## config.mk

```make
export PLATFORM = sky130hd
export DESIGN_NAME = uart_tx_fifo
export DESIGN_NICKNAME = d
export VERILOG_FILES = /design/src/rtl/uart_pkg.sv /design/src/rtl/uart_sync_fifo.sv /design/src/rtl/uart_tx_fifo.sv
export SDC_FILE = /design/constraint.sdc
export NUM_CORES = 1
export LEC_CHECK = 0
export BUFFER_PORTS_ARGS = -buffer_cell sky130_fd_sc_hd__buf_2
export CAP_MARGIN = 30
export CELL_PAD_IN_SITES_DETAIL_PLACEMENT = 1
export CELL_PAD_IN_SITES_GLOBAL_PLACEMENT = 1
export CORE_MARGIN = 1
export CORE_UTILIZATION = 35
export DETAILED_ROUTE_END_ITERATION = 10
export PLACE_DENSITY = 0.6
export SLEW_MARGIN = 20
export SYNTH_ARGS = -nofsm -noshare
export SYNTH_HDL_FRONTEND = slang
export SYNTH_SLANG_ARGS = --single-unit
```

## constraint.sdc

```tcl
create_clock -name clk -period 4.04 [get_ports clk]
set_input_delay 0.808 -clock clk [delete_from_list [all_inputs] [get_ports clk]]
set_output_delay 0.808 -clock clk [all_outputs]
set_load 0.005 [all_outputs]
```

## src/rtl/uart_pkg.sv

```systemverilog
`default_nettype none
// ============================================================================
// Module      : uart_pkg
// Description : Shared types and helpers for the UART transmitter:
//               frame state encoding, character-length encodings and the
//               parity constants and helper functions.
// Revision    : 1.0 - initial release
// ============================================================================
package uart_pkg;

  // Transmitter frame states
  typedef enum logic [2:0] {
    ST_IDLE   = 3'd0,
    ST_START  = 3'd1,
    ST_DATA   = 3'd2,
    ST_PARITY = 3'd3,
    ST_STOP1  = 3'd4,
    ST_STOP2  = 3'd5,
    ST_BREAK  = 3'd6
  } uart_state_e;

  // data_bit_num encodings
  localparam logic [1:0] DBITS_5 = 2'b00;
  localparam logic [1:0] DBITS_6 = 2'b01;
  localparam logic [1:0] DBITS_7 = 2'b10;
  localparam logic [1:0] DBITS_8 = 2'b11;

  // parity_type encodings
  localparam logic EVEN = 1'b1;
  localparam logic ODD  = 1'b0;

  // Number of data bits for a data_bit_num encoding
  function automatic logic [3:0] data_bits(input logic [1:0] enc);
    logic [3:0] n;
    n = 4'd8;
    unique case (enc)
      DBITS_5: n = 4'd5;
      DBITS_6: n = 4'd6;
      DBITS_7: n = 4'd7;
      DBITS_8: n = 4'd8;
    endcase
    return n;
  endfunction

  // Parity over the low n bits of data; even = XOR, odd = its inverse
  function automatic logic calc_parity(input logic [7:0] data,
                                       input logic [3:0] n,
                                       input logic       ptype);
    logic x;
    logic p;
    x = 1'b0;
    for (int i = 0; i < 8; i++) begin
      if (i < int'(n)) x ^= data[i];
    end
    p = x;
    unique case (ptype)
      EVEN: p = x;
      ODD:  p = ~x;
    endcase
    return p;
  endfunction

endpackage
`default_nettype wire

```

## src/rtl/uart_sync_fifo.sv

```systemverilog
`default_nettype none
// ============================================================================
// Module      : uart_sync_fifo
// Description : Single-clock FIFO without bypass. Read data is presented
//               combinationally from the head entry.
// Ports       : clk, reset_n (async, active low)
//               push/wdata  - write request and data (ignored when full)
//               pop/rdata   - read request (ignored when empty), head data
//               full, empty, level - occupancy status
// Revision    : 1.0 - initial release
// ============================================================================
module uart_sync_fifo #(
  parameter int WIDTH = 8,
  parameter int DEPTH = 16
) (
  input  logic                     clk,
  input  logic                     reset_n,
  input  logic                     push,
  input  logic [WIDTH-1:0]         wdata,
  input  logic                     pop,
  output logic [WIDTH-1:0]         rdata,
  output logic                     full,
  output logic                     empty,
  output logic [$clog2(DEPTH):0]   level
);

  localparam int              AW     = $clog2(DEPTH);
  localparam logic [AW:0]     C_FULL = (AW+1)'(DEPTH);

  logic [WIDTH-1:0] r_mem [DEPTH];
  logic [AW-1:0]    r_wptr;
  logic [AW-1:0]    r_rptr;
  logic [AW:0]      r_level;
  logic             w_push;
  logic             w_pop;

  assign w_push = push && !full;
  assign w_pop  = pop && !empty;

  always_ff @(posedge clk or negedge reset_n) begin
    if (!reset_n) begin
      r_wptr  <= '0;
      r_rptr  <= '0;
      r_level <= '0;
    end else begin
      if (w_push) r_wptr <= r_wptr + 1'b1;
      if (w_pop)  r_rptr <= r_rptr + 1'b1;
      // Simultaneous push and pop leaves the level unchanged
      case ({w_push, w_pop})
        2'b10:   r_level <= r_level + 1'b1;
        2'b01:   r_level <= r_level - 1'b1;
        default: r_level <= r_level;
      endcase
    end
  end

  // Storage needs no reset: the pointers define which entries are valid
  always_ff @(posedge clk) begin
    if (w_push) r_mem[r_wptr] <= wdata;
  end

  assign rdata = r_mem[r_rptr];
  assign full  = (r_level == C_FULL);
  assign empty = (r_level == '0);
  assign level = r_level;

endmodule
`default_nettype wire

```

## src/rtl/uart_tx_fifo.sv

```systemverilog
`default_nettype none
// ============================================================================
// Module      : uart_tx_fifo
// Description : UART transmitter with write FIFO, programmable baud divisor
//               and break generation. Frames: start, 5-8 data bits LSB first,
//               optional parity, 1 or 2 stop bits, back-to-back when queued.
// Ports       : clk, reset_n (async, active low)
//               baud_div, data_bit_num, stop_bit_num, parity_en, parity_type
//                 - frame configuration, latched at frame start
//               tx_en, break_req - frame start permission / break request
//               wr_valid, wr_data, wr_ready - character write port
//               fifo_level - stored characters
//               tx (registered line), busy, tx_done (frame-end pulse)
// Revision    : 1.0 - initial release
// ============================================================================
module uart_tx_fifo
  import uart_pkg::*;
#(
  parameter int DIV_W = 16,
  parameter int DEPTH = 16
) (
  input  logic                   clk,
  input  logic                   reset_n,
  input  logic [DIV_W-1:0]       baud_div,
  input  logic [1:0]             data_bit_num,
  input  logic                   stop_bit_num,
  input  logic                   parity_en,
  input  logic                   parity_type,
  input  logic                   tx_en,
  input  logic                   break_req,
  input  logic                   wr_valid,
  input  logic [7:0]             wr_data,
  output logic                   wr_ready,
  output logic [$clog2(DEPTH):0] fifo_level,
  output logic                   tx,
  output logic                   busy,
  output logic                   tx_done
);

  uart_state_e      r_state;
  uart_state_e      w_state_nx;
  logic [DIV_W-1:0] r_cnt;
  logic [DIV_W-1:0] r_div;
  logic [2:0]       r_bit;
  logic [2:0]       r_nlast;
  logic [7:0]       r_shift;
  logic             r_stop2;
  logic             r_pen;
  logic             r_par;
  logic             r_brk_rel;
  logic             r_tx;
  logic             r_done;

  logic             w_full;
  logic             w_empty;
  logic [7:0]       w_rdata;
  logic             w_push;
  logic             w_pop;
  logic             w_bit_end;
  logic             w_cnt_clr;
  logic             w_shift;
  logic             w_bit_inc;
  logic             w_brk_rel;
  logic             w_frame_end;
  logic             w_done;
  logic             w_line;

  assign w_push   = wr_valid && !w_full;
  assign wr_ready = !w_full;

  uart_sync_fifo #(
    .WIDTH (8),
    .DEPTH (DEPTH)
  ) u_fifo (
    .clk     (clk),
    .reset_n (reset_n),
    .push    (w_push),
    .wdata   (wr_data),
    .pop     (w_pop),
    .rdata   (w_rdata),
    .full    (w_full),
    .empty   (w_empty),
    .level   (fifo_level)
  );

  assign w_bit_end = (r_cnt == r_div);

  // State register
  always_ff @(posedge clk or negedge reset_n) begin
    if (!reset_n) r_state <= ST_IDLE;
    else          r_state <= w_state_nx;
  end

  // Next-state and control strobes
  always_comb begin
    w_state_nx  = r_state;
    w_pop       = 1'b0;
    w_cnt_clr   = 1'b0;
    w_shift     = 1'b0;
    w_bit_inc   = 1'b0;
    w_brk_rel   = 1'b0;
    w_frame_end = 1'b0;
    w_done      = 1'b0;
    case (r_state)
      ST_IDLE: begin
        if (break_req) begin
          w_state_nx = ST_BREAK;
          w_cnt_clr  = 1'b1;
        end else if (tx_en && !w_empty) begin
          w_pop      = 1'b1;
          w_state_nx = ST_START;
          w_cnt_clr  = 1'b1;
        end
      end
      ST_START: begin
        if (w_bit_end) begin
          w_state_nx = ST_DATA;
          w_cnt_clr  = 1'b1;
        end
      end
      ST_DATA: begin
        if (w_bit_end) begin
          w_shift   = 1'b1;
          w_cnt_clr = 1'b1;
          if (r_bit == r_nlast) w_state_nx = r_pen ? ST_PARITY : ST_STOP1;
          else                  w_bit_inc  = 1'b1;
        end
      end
      ST_PARITY: begin
        if (w_bit_end) begin
          w_state_nx = ST_STOP1;
          w_cnt_clr  = 1'b1;
        end
      end
      ST_STOP1: begin
        if (w_bit_end) begin
          if (r_stop2) begin
            w_state_nx = ST_STOP2;
            w_cnt_clr  = 1'b1;
          end else begin
            w_frame_end = 1'b1;
          end
        end
      end
      ST_STOP2: begin
        if (w_bit_end) w_frame_end = 1'b1;
      end
      ST_BREAK: begin
        // Counter is held at zero while the line is forced low; once the
        // request drops, one bit period of mark precedes the return to IDLE.
        if (!r_brk_rel) begin
          w_cnt_clr = 1'b1;
          if (!break_req) w_brk_rel = 1'b1;
        end else if (w_bit_end) begin
          w_state_nx = ST_IDLE;
        end
      end
      default: w_state_nx = ST_IDLE;
    endcase

    // Frame end chains straight into the next START when data is queued
    if (w_frame_end) begin
      w_done    = 1'b1;
      w_cnt_clr = 1'b1;
      if (tx_en && !break_req && !w_empty) begin
        w_pop      = 1'b1;
        w_state_nx = ST_START;
      end else begin
        w_state_nx = ST_IDLE;
      end
    end
  end

  // Line level for the current state; registered into tx below, so the pad
  // trails the state by one clock.
  always_comb begin
    w_line = 1'b1;
    case (r_state)
      ST_START:  w_line = 1'b0;
      ST_DATA:   w_line = r_shift[0];
      ST_PARITY: w_line = r_par;
      ST_BREAK:  w_line = r_brk_rel;
      default:   w_line = 1'b1;
    endcase
  end

  // Datapath: frame registers, counters, shifter and outputs
  always_ff @(posedge clk or negedge reset_n) begin
    if (!reset_n) begin
      r_cnt     <= '0;
      r_div     <= '0;
      r_bit     <= '0;
      r_nlast   <= '0;
      r_shift   <= '0;
      r_stop2   <= 1'b0;
      r_pen     <= 1'b0;
      r_par     <= 1'b0;
      r_brk_rel <= 1'b0;
      r_tx      <= 1'b1;
      r_done    <= 1'b0;
    end else begin
      if (w_cnt_clr)               r_cnt <= '0;
      else if (r_state != ST_IDLE) r_cnt <= r_cnt + 1'b1;

      if (w_pop) begin
        r_div   <= baud_div;
        r_nlast <= 3'(data_bits(data_bit_num) - 4'd1);
        r_stop2 <= stop_bit_num;
        r_pen   <= parity_en;
        r_par   <= calc_parity(w_rdata, data_bits(data_bit_num), parity_type);
        r_shift <= w_rdata;
        r_bit   <= '0;
      end else begin
        if (w_shift)   r_shift <= {1'b0, r_shift[7:1]};
        if (w_bit_inc) r_bit   <= r_bit + 1'b1;
        if (w_brk_rel) r_div   <= baud_div;
      end

      if (w_brk_rel)                   r_brk_rel <= 1'b1;
      else if (w_state_nx != ST_BREAK) r_brk_rel <= 1'b0;

      r_tx   <= w_line;
      r_done <= w_done;
    end
  end

  assign tx      = r_tx;
  assign tx_done = r_done;
  assign busy    = (r_state != ST_IDLE);

endmodule
`default_nettype wire

```

==> metrics <==
Comb pwr share=0.301; pwr dens=683 mW/mm^2; Slew Limit Fails=0; register area share after synthesis=0.648; RSZ-0062 raised after global routing=no; leakage power=3.72 nW; WS Path Type=flip-flop to flip-flop; Worst Max-Slew Pin Slew=0.986 ns; CTS-repair resized insts=0; Cell Area, Synth=0.00856 sq mm; DP HPWL=13.2 mm; initial antenna violation count=0; fin crit share=0.837; CTS Hold Buffers Added=0; maxcap violations=0; final WL=19.1 mm; FMAX=0.296 GHz; TNS Setup=0 ns; Syn. warnings=0; status=complete, no violations; CP Capture Type=flip-flop; 1st-pass router iterations=4; Min-Delay Path Class=input port to async pin; Synth top area share=0.449; worst skew pair latency=0.44 ns; critical path's top delay family=compound AO/OA/AOI/OAI gates; fraction of registers with async set/reset=0.347; worst path bufs/invs=1; EDFF count, synth=128; final worst slack=0.657 ns; Core Footprint=0.0238 sq mm; Rel. slew slack=0.340; Clk network pwr share=0.267; I/O pin count=43; antenna cell count=0; Pint=4.40 mW; final-report hold violation count=0; Vias/cell=5.08; Net Sw Power=2.32 mW; DR WL/cell=19.3 microns; Setup-failing EPs final=0; Post-Syn Nets=652; Num CTS Buffers=17; CP arrival=3.71 ns; global-route wire length before repair=30.4 mm; Layout Skew=0.0113 ns; CTS Root Cell=clkbuf_16; CTS tree=built; I/O Buffers=42; Final Wtd Congestion=0.821; crit-path max FO=10; synth top area cells=edfxtp_1, dfrtp_1, mux4_2; Die Width=158 microns; vias in the first global route=5,280; slowest stage cell on the critical path=or4_1; Worst VDD drop=0.263 mV; via count=5,031; Total GRT Usage=0.166; biggest cell delay along the critical path=0.53 ns; Sink Count=196; Seq cells post-synth=196; global route total overflow=0; Mean Syn Cell Area=14.1 sq um; Starting Density=0.360; antenna-violating nets left=0; Setup crit start kind=flip-flop; share of layout cells above drive strength 1=0.201; unique cell type count in the Yosys netlist=47; initial DRC count=238; Synth Flop Type=edfxtp_1; Mapped Cells=608; Syn-to-layout area delta=15.0%; switching share of power=0.345; count leader, synth=edfxtp_1; sequential cell fraction of total power=0.432; # nets final=703; Cell Chain, Critical Path=or4_1 -> o21ai_0 -> nand2b_1 -> a2111o_1 -> inv_2 -> ha_1 -> xor2_1 -> ha_1 -> a21oi_1 -> o21ai_0 -> a22oi_1 -> nor2_1 -> xor2_1; CTS H-tree lvls=4; Worst-path clk slew=0.08 ns; maximum clock path buffer count=2; die height=158 microns; die area=0.0251 sq mm; synth cell count leaders=edfxtp_1, dfrtp_1, nand2_1; dpl ws=0.661 ns; Rows=56; Tmin final=3.38 ns; Worst Path Required=4.36 ns; area leader, netlist=edfxtp_1; post-CTS setup buffers=0; Remaining DRCs=0; largest net degree at the start of global routing=42
==> worst reg2reg max path: stages (launching register included) <==
cell	delay (ns)
dfrtp_1	0.49
or4_1	0.53
o21ai_0	0.51
nand2b_1	0.23
a2111o_1	0.16
inv_2	0.04
ha_1	0.29
xor2_1	0.20
ha_1	0.23
a21oi_1	0.15
o21ai_0	0.09
a22oi_1	0.15
nor2_1	0.07
xor2_1	0.14
==> sequential cells by signal, indices dropped and copies added (netlist names) <==
register / count
r_bit: 3
r_brk_rel: 1
r_cnt: 16
r_div: 16
r_nlast: 3
r_par: 1
r_pen: 1
r_shift: 8
r_state: 3
r_stop2: 1
tx: 1
tx_done: 1
u_fifo.level: 5
u_fifo.r_mem: 128
u_fifo.r_rptr: 4
u_fifo.r_wptr: 4
==> logic make-up (layout without fill, tap and decap cells) <==
group / Yosys count / count (layout) / share of synthesized area
adders and majority gates: 10 / 10 / 0.0146
AOI/OAI and AO/OA: 78 / 78 / 0.0630
muxes: 66 / 66 / 0.109
xor gates and xnor gates: 54 / 54 / 0.0585
buffers and inverters: 43 / 107 / 0.0231
and+or+nand+nor: 161 / 161 / 0.0839
DFF: 196 / 196 / 0.648
==> per-stage QoR <==
stage          utilization  hold slack (ns)  cell area (sq um)  total power [mW]  instances
5_1_grt              0.414            0.241               9840              7.12        991
2_1_floorplan            -            0.441               8560              4.39        608
4_1_cts              0.413            0.497               9810              6.82        988
6_report             0.414            0.245               9840              6.72        991
3_3_place_gp         0.386            0.468               9160              4.91        956
3_5_place_dp         0.386            0.477               9160              4.99        956
==> cell type report <==
cell class                      instances  area, sq um
Fill cell                            2436        13900
Sequential cell                       196         5550
Multi-Input combinational cell        369         2820
Clock buffer                           17          425
Tap cell                              319          399
Timing Repair Buffer                   61          378
Clock inverter                         15          223
Inverter                               14         52.6
==> path summary, 6_finish.rpt <==
check                                       startpoint                           to  slack [ns]  cells after the start
hold reg to reg                      r_par$_DFFE_PN0N_            r_par$_DFFE_PN0N_        0.49                      2
hold / removal                                 reset_n        r_div[11]$_DFFE_PN0P_        0.24                      1
min in group clk                     r_par$_DFFE_PN0N_            r_par$_DFFE_PN0N_        0.49                      2
max in group asynchronous                      reset_n                 tx$_DFF_PN1_        2.94                      3
setup reg to reg           u_fifo.level[1]$_DFFE_PN0P_  u_fifo.level[4]$_DFFE_PN0P_        0.66                     13
setup / recovery           u_fifo.level[1]$_DFFE_PN0P_  u_fifo.level[4]$_DFFE_PN0P_        0.66                     13
==> metal layers <==
| metal | up-vias | global-route usage | routed length (microns) |
|---|---|---|---|
| li1 | 2340 | - | - |
| met2 | 69 | 0.280 | 9670 |
| met5 | - | 0 | 0 |
| met3 | 11 | 0.0324 | 489 |
| met4 | 0 | 0.0481 | 170 |
| met1 | 2611 | 0.216 | 8820 |
==> placed cells by master, fill, tap and decap left out, types with 3 or more instances in the layout <==
cell type,synthesis,layout
a21oi_1,13,13
a221oi_1,15,15
a22oi_1,10,10
a31oi_1,7,7
and2_1,4,4
and3_1,4,4
buf_2,5,42
buf_4,4,17
clkbuf_16,0,17
clkinv_8,0,6
dfrtp_1,67,66
edfxtp_1,128,128
ha_1,10,10
inv_1,13,13
inv_12,0,6
mux2_2,7,7
mux2_4,10,10
mux2i_1,32,32
mux4_2,17,17
nand2_1,59,59
nand2b_1,5,5
nand3_1,11,11
nand4_1,8,8
nor2_1,53,53
nor2b_1,3,3
nor3_1,9,9
o21ai_0,20,20
xnor2_1,36,36
xor2_1,16,16
==> power groups by stage <==
| stage | registers, mW | logic (mW) | clock network [mW] |
|---|---|---|---|
| final | 2.90 | 2.02 | 1.80 |
| after global routing | 2.96 | 2.23 | 1.92 |
| after CTS | 2.91 | 2.06 | 1.85 |
| after detailed placement | 2.95 | 2.05 | 0 |
| after global placement | 2.92 | 1.99 | 0 |
| after floorplan | 2.74 | 1.64 | 0 |
No activity file was read; power rests on OpenSTA's default activity.
